[config.mk]
export PLATFORM = sky130hd
export DESIGN_NAME = logistic_bank_flat
export DESIGN_NICKNAME = d
export VERILOG_FILES = /design/src/rtl/logistic_bank_if.sv /design/src/rtl/logistic_bank.sv /design/src/flat_wrapper.sv
export SDC_FILE = /design/constraint.sdc
export NUM_CORES = 2
export LEC_CHECK = 0
export ABC_AREA = 1
export BUFFER_PORTS_ARGS = -buffer_cell sky130_fd_sc_hd__buf_4
export CORE_MARGIN = 1
export CORE_UTILIZATION = 45
export CTS_BUF_LIST = sky130_fd_sc_hd__clkbuf_8
export DETAILED_ROUTE_END_ITERATION = 8
export PLACE_DENSITY = 0.73
export SLEW_MARGIN = 20
export SYNTH_ARGS = -nofsm -noshare
export SYNTH_HDL_FRONTEND = slang
export SYNTH_SLANG_ARGS = --single-unit
[constraint.sdc]
create_clock -name CLK -period 27.8 [get_ports CLK]
set_clock_uncertainty 0.1 [all_clocks]
set_input_delay 5.56 -clock CLK [delete_from_list [all_inputs] [get_ports CLK]]
set_output_delay 5.56 -clock CLK [all_outputs]
set_load 0.05 [all_outputs]
[src/rtl/logistic_bank_if.sv]
// logistic_bank_if: control, seed-write and read-back bundle for logistic_bank.
//   master (bench/host) drives: start, mu, times, seed_we, seed_ch, seed_data, rd_ch
//   slave  (logistic_bank) drives: rd_data, busy, done, converged
interface logistic_bank_if #(
  parameter int unsigned NCH = 6,
  parameter int unsigned XW  = 17,
  parameter int unsigned MW  = 18,
  parameter int unsigned TW  = 10
);
  logic           start;
  logic [MW-1:0]  mu;
  logic [TW-1:0]  times;
  logic           seed_we;
  logic [3:0]     seed_ch;
  logic [XW-1:0]  seed_data;
  logic [3:0]     rd_ch;
  logic [XW-1:0]  rd_data;
  logic           busy;
  logic           done;
  logic [NCH-1:0] converged;

  modport master (
    output start, mu, times, seed_we, seed_ch, seed_data, rd_ch,
    input  rd_data, busy, done, converged
  );

  modport slave (
    input  start, mu, times, seed_we, seed_ch, seed_data, rd_ch,
    output rd_data, busy, done, converged
  );
endinterface

[src/rtl/logistic_bank.sv]
// logistic_bank: bank of NCH logistic-map channels x <- mu*x*(1-x) sharing one
// map datapath, one channel per RUN cycle in order 0..NCH-1, for `times` passes.
//   CLK  : clock, rising edge
//   RST  : asynchronous active-low reset (channels return to their seeds)
//   bus  : logistic_bank_if.slave
//          start/mu/times   - run request, mu and times sampled on accepted start
//          seed_we/ch/data  - seed write, honoured only outside RUN
//          rd_ch/rd_data    - registered read-back, one cycle latency
//          busy/done        - RUN / DONE state indication
//          converged        - per-channel sticky fixed-point flags
// Optional feature: define LOGISTIC_BANK_CONVERGE_EN to build the fixed-point
// detection; otherwise converged is tied to zero.
module logistic_bank #(
  parameter int unsigned NCH       = 6,
  parameter int unsigned XW        = 17,
  parameter int unsigned MW        = 18,
  parameter int unsigned TW        = 10,
  parameter int unsigned SEED0     = 2 ** (XW - 1),
  parameter int unsigned SEED_STEP = 2
) (
  input logic             CLK,
  input logic             RST,
  logistic_bank_if.slave  bus
);

  typedef enum logic [1:0] {IDLE, RUN, DONE} state_t;

  localparam logic [3:0] LAST = 4'(NCH - 1);
  localparam logic [4:0] NCH5 = 5'(NCH);

  function automatic logic [XW-1:0] seed_of(input int unsigned i);
    return XW'(SEED0 + i * SEED_STEP);
  endfunction

  state_t         state_q, state_d;
  logic [3:0]     ptr_q;
  logic [TW-1:0]  pass_q;
  logic [MW-1:0]  mu_q;
  logic [TW-1:0]  times_q;
  logic [XW-1:0]  rd_q;
  // Sized to the full 4-bit channel index space so every select is exact;
  // entries at NCH and above stay at zero and are never read out.
  logic [XW-1:0]  x [16];

  logic           accept;
  logic           upd;
  logic           seed_ok;
  logic [XW-1:0]  x_cur;
  logic [XW:0]    comp;
  logic [2*XW:0]  t_wide;
  logic [MW+2*XW:0] y_wide;
  logic [XW-1:0]  y;

  // Control
  always_comb begin
    state_d = state_q;
    accept  = 1'b0;
    upd     = 1'b0;
    unique case (state_q)
      IDLE, DONE: begin
        if (bus.start) begin
          accept  = 1'b1;
          state_d = (bus.times != '0) ? RUN : DONE;
        end
      end
      RUN: begin
        upd = 1'b1;
        if (ptr_q == LAST && pass_q == times_q - TW'(1)) state_d = DONE;
      end
      default: state_d = IDLE;
    endcase
  end

  always_ff @(posedge CLK or negedge RST) begin
    if (!RST) state_q <= IDLE;
    else      state_q <= state_d;
  end

  assign seed_ok = (state_q != RUN) && bus.seed_we && ({1'b0, bus.seed_ch} < NCH5);

  // Shared map datapath; widened so nothing is lost before either shift.
  always_comb begin
    x_cur  = x[ptr_q];
    comp   = {1'b1, {XW{1'b0}}} - {1'b0, x_cur};
    t_wide = ((2*XW+1)'(x_cur) * (2*XW+1)'(comp)) >> XW;
    y_wide = ((MW+2*XW+1)'(mu_q) * (MW+2*XW+1)'(t_wide)) >> (MW - 2);
    y      = XW'(y_wide);
  end

  always_ff @(posedge CLK or negedge RST) begin
    if (!RST) begin
      ptr_q   <= '0;
      pass_q  <= '0;
      mu_q    <= '0;
      times_q <= '0;
      rd_q    <= '0;
      for (int unsigned i = 0; i < 16; i++) x[i] <= (i < NCH) ? seed_of(i) : '0;
    end else begin
      if (accept) begin
        mu_q    <= bus.mu;
        times_q <= bus.times;
        ptr_q   <= '0;
        pass_q  <= '0;
      end else if (upd) begin
        if (ptr_q == LAST) begin
          ptr_q  <= '0;
          pass_q <= pass_q + TW'(1);
        end else begin
          ptr_q <= ptr_q + 4'd1;
        end
      end
      for (int unsigned i = 0; i < NCH; i++) begin
        if (seed_ok && bus.seed_ch == 4'(i))  x[i] <= bus.seed_data;
        else if (upd && ptr_q == 4'(i))       x[i] <= y;
      end
      rd_q <= ({1'b0, bus.rd_ch} < NCH5) ? x[bus.rd_ch] : '0;
    end
  end

`ifdef LOGISTIC_BANK_CONVERGE_EN
  logic [NCH-1:0] conv_q;

  always_ff @(posedge CLK or negedge RST) begin
    if (!RST) begin
      conv_q <= '0;
    end else if (accept) begin
      conv_q <= '0;
    end else begin
      for (int unsigned i = 0; i < NCH; i++) begin
        if (upd && ptr_q == 4'(i) && y == x_cur) conv_q[i] <= 1'b1;
      end
    end
  end

  assign bus.converged = conv_q;
`else
  assign bus.converged = '0;
`endif

  assign bus.busy    = (state_q == RUN);
  assign bus.done    = (state_q == DONE);
  assign bus.rd_data = rd_q;

endmodule

[src/flat_wrapper.sv]
// flat-port wrapper written by rule: the top's interface ports become plain ports
module logistic_bank_flat 
#(
  parameter int unsigned NCH       = 6,
  parameter int unsigned XW        = 17,
  parameter int unsigned MW        = 18,
  parameter int unsigned TW        = 10,
  parameter int unsigned SEED0     = 2 ** (XW - 1),
  parameter int unsigned SEED_STEP = 2
)
  (CLK, RST, bus_start, bus_mu, bus_times, bus_seed_we, bus_seed_ch, bus_seed_data, bus_rd_ch, bus_rd_data, bus_busy, bus_done, bus_converged);
  logistic_bank_if #(.NCH(NCH), .XW(XW), .MW(MW), .TW(TW)) bus_i ();
  input logic CLK;
  input logic RST;
  input wire logic [$bits(bus_i.start)-1:0] bus_start;
  input wire logic [$bits(bus_i.mu)-1:0] bus_mu;
  input wire logic [$bits(bus_i.times)-1:0] bus_times;
  input wire logic [$bits(bus_i.seed_we)-1:0] bus_seed_we;
  input wire logic [$bits(bus_i.seed_ch)-1:0] bus_seed_ch;
  input wire logic [$bits(bus_i.seed_data)-1:0] bus_seed_data;
  input wire logic [$bits(bus_i.rd_ch)-1:0] bus_rd_ch;
  output wire logic [$bits(bus_i.rd_data)-1:0] bus_rd_data;
  output wire logic [$bits(bus_i.busy)-1:0] bus_busy;
  output wire logic [$bits(bus_i.done)-1:0] bus_done;
  output wire logic [$bits(bus_i.converged)-1:0] bus_converged;
  assign bus_i.start = bus_start;
  assign bus_i.mu = bus_mu;
  assign bus_i.times = bus_times;
  assign bus_i.seed_we = bus_seed_we;
  assign bus_i.seed_ch = bus_seed_ch;
  assign bus_i.seed_data = bus_seed_data;
  assign bus_i.rd_ch = bus_rd_ch;
  assign bus_rd_data = bus_i.rd_data;
  assign bus_busy = bus_i.busy;
  assign bus_done = bus_i.done;
  assign bus_converged = bus_i.converged;
  logistic_bank #(.NCH(NCH), .XW(XW), .MW(MW), .TW(TW), .SEED0(SEED0), .SEED_STEP(SEED_STEP)) u_core (.CLK(CLK), .RST(RST), .bus(bus_i));
endmodule
* Yosys cells after proc, flatten, opt, wreduce, memory -nomap -nowiden *
Index checks and enable logic that the tools add are counted.

word-level totals
  register bits after elaboration = 163
  bits of input ports = 57
  output and inout bits = 25

operators by class
  bitwise gates (word level) = 2
  reduce and logical (&&, ||, !) cells = 30
  add/sub/neg operators = 4
  mux-type cells = 32
  $mul = 2
  order comparisons = 4
  equality and inequality tests = 16

operators by type and width
  cell                                                  number
  2-to-1 mux 17 bit                                     17
  binary-select mux 17 bit (select 4 bit)               2
  multiplier 17 x 18 -> 35 bit                          1
  multiplier 18 x 18 -> 33 bit                          1
  2-to-1 mux 10 bit                                     3
  subtractor 18 x 17 -> 18 bit (first input constant)   1
  equality test 4 x 2 -> 1 bit (second input constant)  4
  equality test 4 x 3 -> 1 bit (second input constant)  4
  nonzero test 2 bit                                    8
  logical AND 1 bit                                     15
  2-to-1 mux 4 bit                                      3
  adder 10 x 1 -> 10 bit (second input constant)        1
  equality test 10 bit                                  1
  >= comparator 5 bit (second input constant)           2
  inverter 4 -> 5 bit                                   2
  nonzero test 10 bit                                   1
  subtractor 10 x 1 -> 10 bit (second input constant)   1
  equality test 4 x 1 -> 1 bit (second input constant)  2
  zero test 4 bit                                       2
  < comparator 4 x 3 -> 1 bit (second input constant)   2
  2-to-1 mux 2 bit                                      3
  adder 4 x 1 -> 4 bit (second input constant)          1
  != test 2 x 1 -> 1 bit (second input constant)        2
  case mux 2 bit (2 select lines)                       1
  other kinds (7)                                       10

* Logic depth before layout (Yosys ltp) *
  word-level depth = 9
  gate-level depth with buffers = 74
  depth with buffers taken out = 72

* Least setup slack after synthesis *
OpenSTA, ideal clock, no wires.

  path kind = reg-to-reg
  from = register u_core.ptr_q[1]
  to = register u_core.x[186] (netlist name)
  library setup time = 0.077 ns
  path slack = 15.070 ns
  required time = 27.623 ns
  data arrival time = 12.553 ns
  cell stages (with the launch flop) = 63
  cells stage by stage = dfrtp_1 -> inv_2 -> nand2_1 -> nor2_1 -> inv_1 -> clkbuf_1 -> o221ai_1 -> clkbuf_1 -> ha_1 -> buf_1 -> clkinv_1 -> nand2_1 -> fa_1 -> fa_1 -> inv_1 -> fa_1 -> inv_1 -> fa_1 -> (+27 left out) -> fa_1 -> fa_1 -> inv_1 -> fa_1 -> inv_1 -> ha_1 -> nand2_1 -> o21a_1 -> o221a_2 -> nand3_1 -> nand3_1 -> nand2_1 -> a211oi_1 -> or2_2 -> nand2_1 -> nand3_1 -> nand3_1 -> nand2_1

on the way
  cells in the longest elaborated chain, start to end = 9

ends and longest elaborated chain
  element                                                line                  RTL
  start: declaration                                     logistic_bank.sv:36   logic [3:0] ptr_q;
  start signal: assignment                               logistic_bank.sv:109  ptr_q <= ptr_q + 4'd1;
  inverter 4 -> 5 bit (implied by the code)              logistic_bank.sv:83   x_cur = x[ptr_q];
  binary-select mux 17 bit (select 4 bit)                logistic_bank.sv:83
  2-to-1 mux 17 bit (implied by the code) (2 in series)  logistic_bank.sv:83
  subtractor 18 x 17 -> 18 bit                           logistic_bank.sv:84   comp = {1'b1, {XW{1'b0}}} - {1'b0, x_cur};
  multiplier 17 x 18 -> 35 bit                           logistic_bank.sv:85   t_wide = ((2*XW+1)'(x_cur) * (2*XW+1)'(comp)) >> XW;
  multiplier 18 x 18 -> 33 bit                           logistic_bank.sv:86   y_wide = ((MW+2*XW+1)'(mu_q) * (MW+2*XW+1)'(t_wide)) >> (MW - 2);
  2-to-1 mux 17 bit                                      logistic_bank.sv:114  else if (upd && ptr_q == 4'(i)) x[i] <= y;
  2-to-1 mux 17 bit                                      logistic_bank.sv:113  if (seed_ok && bus.seed_ch == 4'(i)) x[i] <= bus.seed_data;
  end signal: indexed assignment                         logistic_bank.sv:113
  end signal: indexed assignment                         logistic_bank.sv:114
  end: declaration                                       logistic_bank.sv:43   logic [XW-1:0] x [16];

Parallel ways exist; a longest one is shown, timed or not. The select of a mux whose other input is x is not followed.
A chain may end at the register's enable or synchronous reset.

* Worst setup path in the final report *
  from = register u_core.ptr_q[0]
  to = register u_core.x[252] (netlist name)

The elaborated chain is that of the path after synthesis.

==> impl_summary.md <==
Outcome
The flow ran to the end, and the final reports show no timing, DRC or antenna violations.

Yosys
The most common flop cell mapped by yosys is sky130_fd_sc_hd__dfrtp_1. The top cell type by area accounts for 34.6% of the synthesized area. In this run the cell area of the synthesized design comes to 28300 um2. The mean area per synthesized cell is 7.91 um2.

The sequential cell area fraction in the yosys report is 14.5%. Synthesis inferred 163 register bits. sky130_fd_sc_hd__fa_1 takes more of the synthesized area than any other cell.

The share of async-settable or async-resettable flops after synthesis is 100%. Yosys mapped a number of flops with a built-in enable equal to 0. The count of cell types in the netlist is 55. The gate count after technology mapping is 3583. Sorting the synthesized cells by area gives the leading types as sky130_fd_sc_hd__fa_1 35%, sky130_fd_sc_hd__dfrtp_1 13%, sky130_fd_sc_hd__inv_1 12%. The yosys synthesis warning count is 170.

Detailed routing
The first routing iteration left 2361 violations. Dividing the detail-routed wire length by the instance count gives 19.1 um. After detailed routing, the total wire length is 85000 um. The overall via count from detail_route is 24298.

The number of search-and-repair iterations in the first detailed-routing pass is 6. The count of antenna-violating nets left after detailed routing is 0. The final routed DRC violation total is 0. After detailed routing, the number of vias per cell comes to 5.46.

Critical path
The worst stage delay on the critical path is 0.64 ns. The startpoint identified for the worst register-to-register timing path is u_core.ptr_q[0]. The largest driver fanout on the critical path is 15. The length in cells of the worst reg-to-reg path is 57. The critical path startpoint category is a flop. The most used cell along the critical path is sky130_fd_sc_hd__inv_1. The register-to-register path setup slack is 11.40 ns.

The critical path in this run is classified as reg -> reg. STA puts the critical path data required time at 28.06 ns. The endpoint of the worst register-to-register path is u_core.x[252]. The library cell contributing the largest single delay on the critical path is sky130_fd_sc_hd__o21ai_0.

The kind of capture point of the worst setup path is a flop. For the worst setup path, the data arrival time is 16.66 ns.

Clocking
CTS built an H-tree with a depth of 4. For this design, the sink count on the clock tree is 163. TritonCTS built the clock tree. The count of hold-fix buffers inserted at cts is 0. The tree is rooted in a sky130_fd_sc_hd__clkbuf_8. Clock-pin slew was measured on the worst setup and hold paths at 0.10 ns.

The clock tree buffer depth is 2. Once the clock tree was built, the setup fixing pass inserted 0 buffers. Once the clock tree was built, the resizer swapped 0 gates to a different size. The clock network latency to the later pin of the worst-skew pair is 0.52 ns. The TritonCTS buffer count is 17.

Floorplanning
After floorplanning, the core was sized to cover 61900 um2. The die is 253 um tall. Row generation in the floorplan step produced 91 rows.

The die is 253 um wide. The number of top-level design ports is 82. The initial standard-cell utilization of the core is 45.7%. The die area is 64000 um2.

Placement
The detailed placement HPWL is 67000 um. The congestion estimate from routability-driven global placement came to 0.973. The count of buffers added on input and output ports is 75.

The instance area at placement is 29700 um2.

STA
Setup repair after global routing left no endpoint under its margin. The final total negative setup slack is 0 ns. The worst max-slew margin expressed relative to the limit is 23.2%. Setup violations remaining at the end of the flow were counted as 0. The count of endpoints failing hold in the final timing report is 0. Subtracting the final worst setup slack from the clock period gives 16.40 ns. For the pin with the worst max-slew slack, the measured transition is 1.14 ns.

The count of pins over their slew limit is 0. Of the available clock period, the critical path in the final layout requires 59.0%. The achievable frequency is 61.0 MHz.

Global route
The remaining global-route overflow is 0. For this run, the total global-route usage over all layers was measured as 27.6%. The number of antenna violations at the first check in global routing is 1. The maximum number of pins on one net before global-route repair is 97. The global-route wire length before repair is 135000 um. The number of global-route vias before repair is 24981.

Layout
The synthesis-to-finish area growth is 6.21%. The post-layout net count is 4358. The finished cells cover 30100 um2. The proportion of layout cells with a drive suffix above 1 is 5.29%.

Once layout is complete, the utilization of the core stands at 48.6%. The layout has 6131 filler cells.

Min path
The class of the most critical hold timing path is reg -> reg. The launch point of the worst hold path is u_core.x[235]. The worst hold path terminates at u_core.x[235]. The worst hold path was traced through 2 stages.

Run
The number of max-capacitance violations reported is 0.
-- registers in the layout (all words and copies together) (netlist names) --
| signal | cells |
|---|---|
| u_core.bus.rd_data | 17 |
| u_core.ptr_q | 4 |
| u_core.times_q | 10 |
| u_core.state_q | 2 |
| u_core.pass_q | 10 |
| u_core.mu_q | 18 |
| u_core.x | 102 |
-- cell families after synthesis --
kind of cell / Yosys count / synth area share [%]
other: 2 / 0.0265
adder cells (fa/ha/maj): 705 / 44.1
buffers and inverters: 1017 / 13.7
AND/OR/NAND/NOR: 1248 / 17.7
XOR/XNOR: 30 / 0.927
AO/OA/AOI/OAI: 418 / 9.10
flip-flops: 163 / 14.5
-- per-stage QoR --
step	hold WS [ns]	setup slack (ns)	cells
floorplan	0.359	15.07	3605
global placement	0.373	11.97	4414
detailed placement	0.376	11.75	4414
CTS	0.403	11.72	4446
global route	0.416	10.54	4446
finish	0.408	11.40	4447
-- Yosys cell counts (13+ instances only) --
| cell | number |
|---|---|
| sky130_fd_sc_hd__dfstp_2 | 13 |
| sky130_fd_sc_hd__nand2_1 | 729 |
| sky130_fd_sc_hd__fa_1 | 489 |
| sky130_fd_sc_hd__nand3_1 | 97 |
| sky130_fd_sc_hd__o221ai_1 | 73 |
| sky130_fd_sc_hd__nor2_1 | 333 |
| sky130_fd_sc_hd__a21oi_1 | 112 |
| sky130_fd_sc_hd__dfrtp_1 | 150 |
| sky130_fd_sc_hd__inv_1 | 869 |
| sky130_fd_sc_hd__xnor2_1 | 15 |
| sky130_fd_sc_hd__nand2_2 | 17 |
| sky130_fd_sc_hd__o22ai_1 | 45 |
| sky130_fd_sc_hd__xor2_1 | 15 |
| sky130_fd_sc_hd__clkinv_1 | 16 |
| sky130_fd_sc_hd__a31oi_1 | 19 |
| sky130_fd_sc_hd__or2_2 | 14 |
| sky130_fd_sc_hd__ha_1 | 216 |
| sky130_fd_sc_hd__o21ai_0 | 124 |
| sky130_fd_sc_hd__clkbuf_1 | 98 |
| sky130_fd_sc_hd__nor3_1 | 19 |
-- critical path, delay by kind of cell, from the launching register on --
family	cells	cell delay (ns)
adder cells (fa/ha/maj)	15	7.19
AND/OR/NAND/NOR	17	3.18
buffers and inverters	17	2.61
AO/OA/AOI/OAI	6	1.40
XOR/XNOR	2	1.15
flip-flops	1	0.61
-- worst max-delay path by stage --
stage                               start            end  slack [ns]  cells after the start
after floorplan           u_core.ptr_q[1]  u_core.x[186]       15.07                     62
after global placement    u_core.ptr_q[0]  u_core.x[252]       11.97                     55
after detailed placement  u_core.ptr_q[0]  u_core.x[252]       11.75                     58
after CTS                 u_core.ptr_q[0]  u_core.x[252]       11.72                     58
after global routing      u_core.ptr_q[0]  u_core.x[252]       10.54                     57
final                     u_core.ptr_q[0]  u_core.x[252]       11.40                     57
-- cell type report --
| cell class | instances | area [um2] | area share [%] |
|---|---|---|---|
| diodes | 1 | 2.50 | 0.00832 |
| clock inverters | 15 | 178 | 0.590 |
| multi-input cells | 2425 | 20500 | 68.0 |
| well taps | 837 | 1050 | 3.48 |
| repair buffers | 96 | 724 | 2.41 |
| inverters | 893 | 3350 | 11.1 |
| clock buffers | 17 | 234 | 0.778 |
| flip-flops and latches | 163 | 4100 | 13.6 |
-- cell usage in the layout, fill, tap and decap left out, types with 14 or more instances in the layout --
cell	synthesis	routed
sky130_fd_sc_hd__a21oi_1	112	112
sky130_fd_sc_hd__a31oi_1	19	19
sky130_fd_sc_hd__buf_4	7	95
sky130_fd_sc_hd__clkbuf_8	0	17
sky130_fd_sc_hd__clkinv_1	16	17
sky130_fd_sc_hd__conb_1	2	24
sky130_fd_sc_hd__dfrtp_1	150	150
sky130_fd_sc_hd__fa_1	489	489
sky130_fd_sc_hd__ha_1	216	216
sky130_fd_sc_hd__inv_1	869	868
sky130_fd_sc_hd__nand2_1	729	729
sky130_fd_sc_hd__nand2_2	17	17
sky130_fd_sc_hd__nand3_1	97	97
sky130_fd_sc_hd__nor2_1	333	332
sky130_fd_sc_hd__nor3_1	19	19
sky130_fd_sc_hd__o21ai_0	124	124
sky130_fd_sc_hd__o221ai_1	73	73
sky130_fd_sc_hd__o22ai_1	45	45
sky130_fd_sc_hd__or2_2	14	14
sky130_fd_sc_hd__xnor2_1	15	15
sky130_fd_sc_hd__xor2_1	15	15
-- routing by layer --
metal | global-route usage, % | part of all wire [%] | vias to the layer above
met2 | 43.8 | 45 | 1283
met1 | 36.0 | 39 | 11898
li1 | - | - | 10846
met5 | 0 | 0.015 | -
met3 | 5.53 | 9.8 | 269
met4 | 13.4 | 5.5 | 2
Power is not shown: default switching activity piles up to over one toggle a cycle in this logic, so the estimate is an artifact.
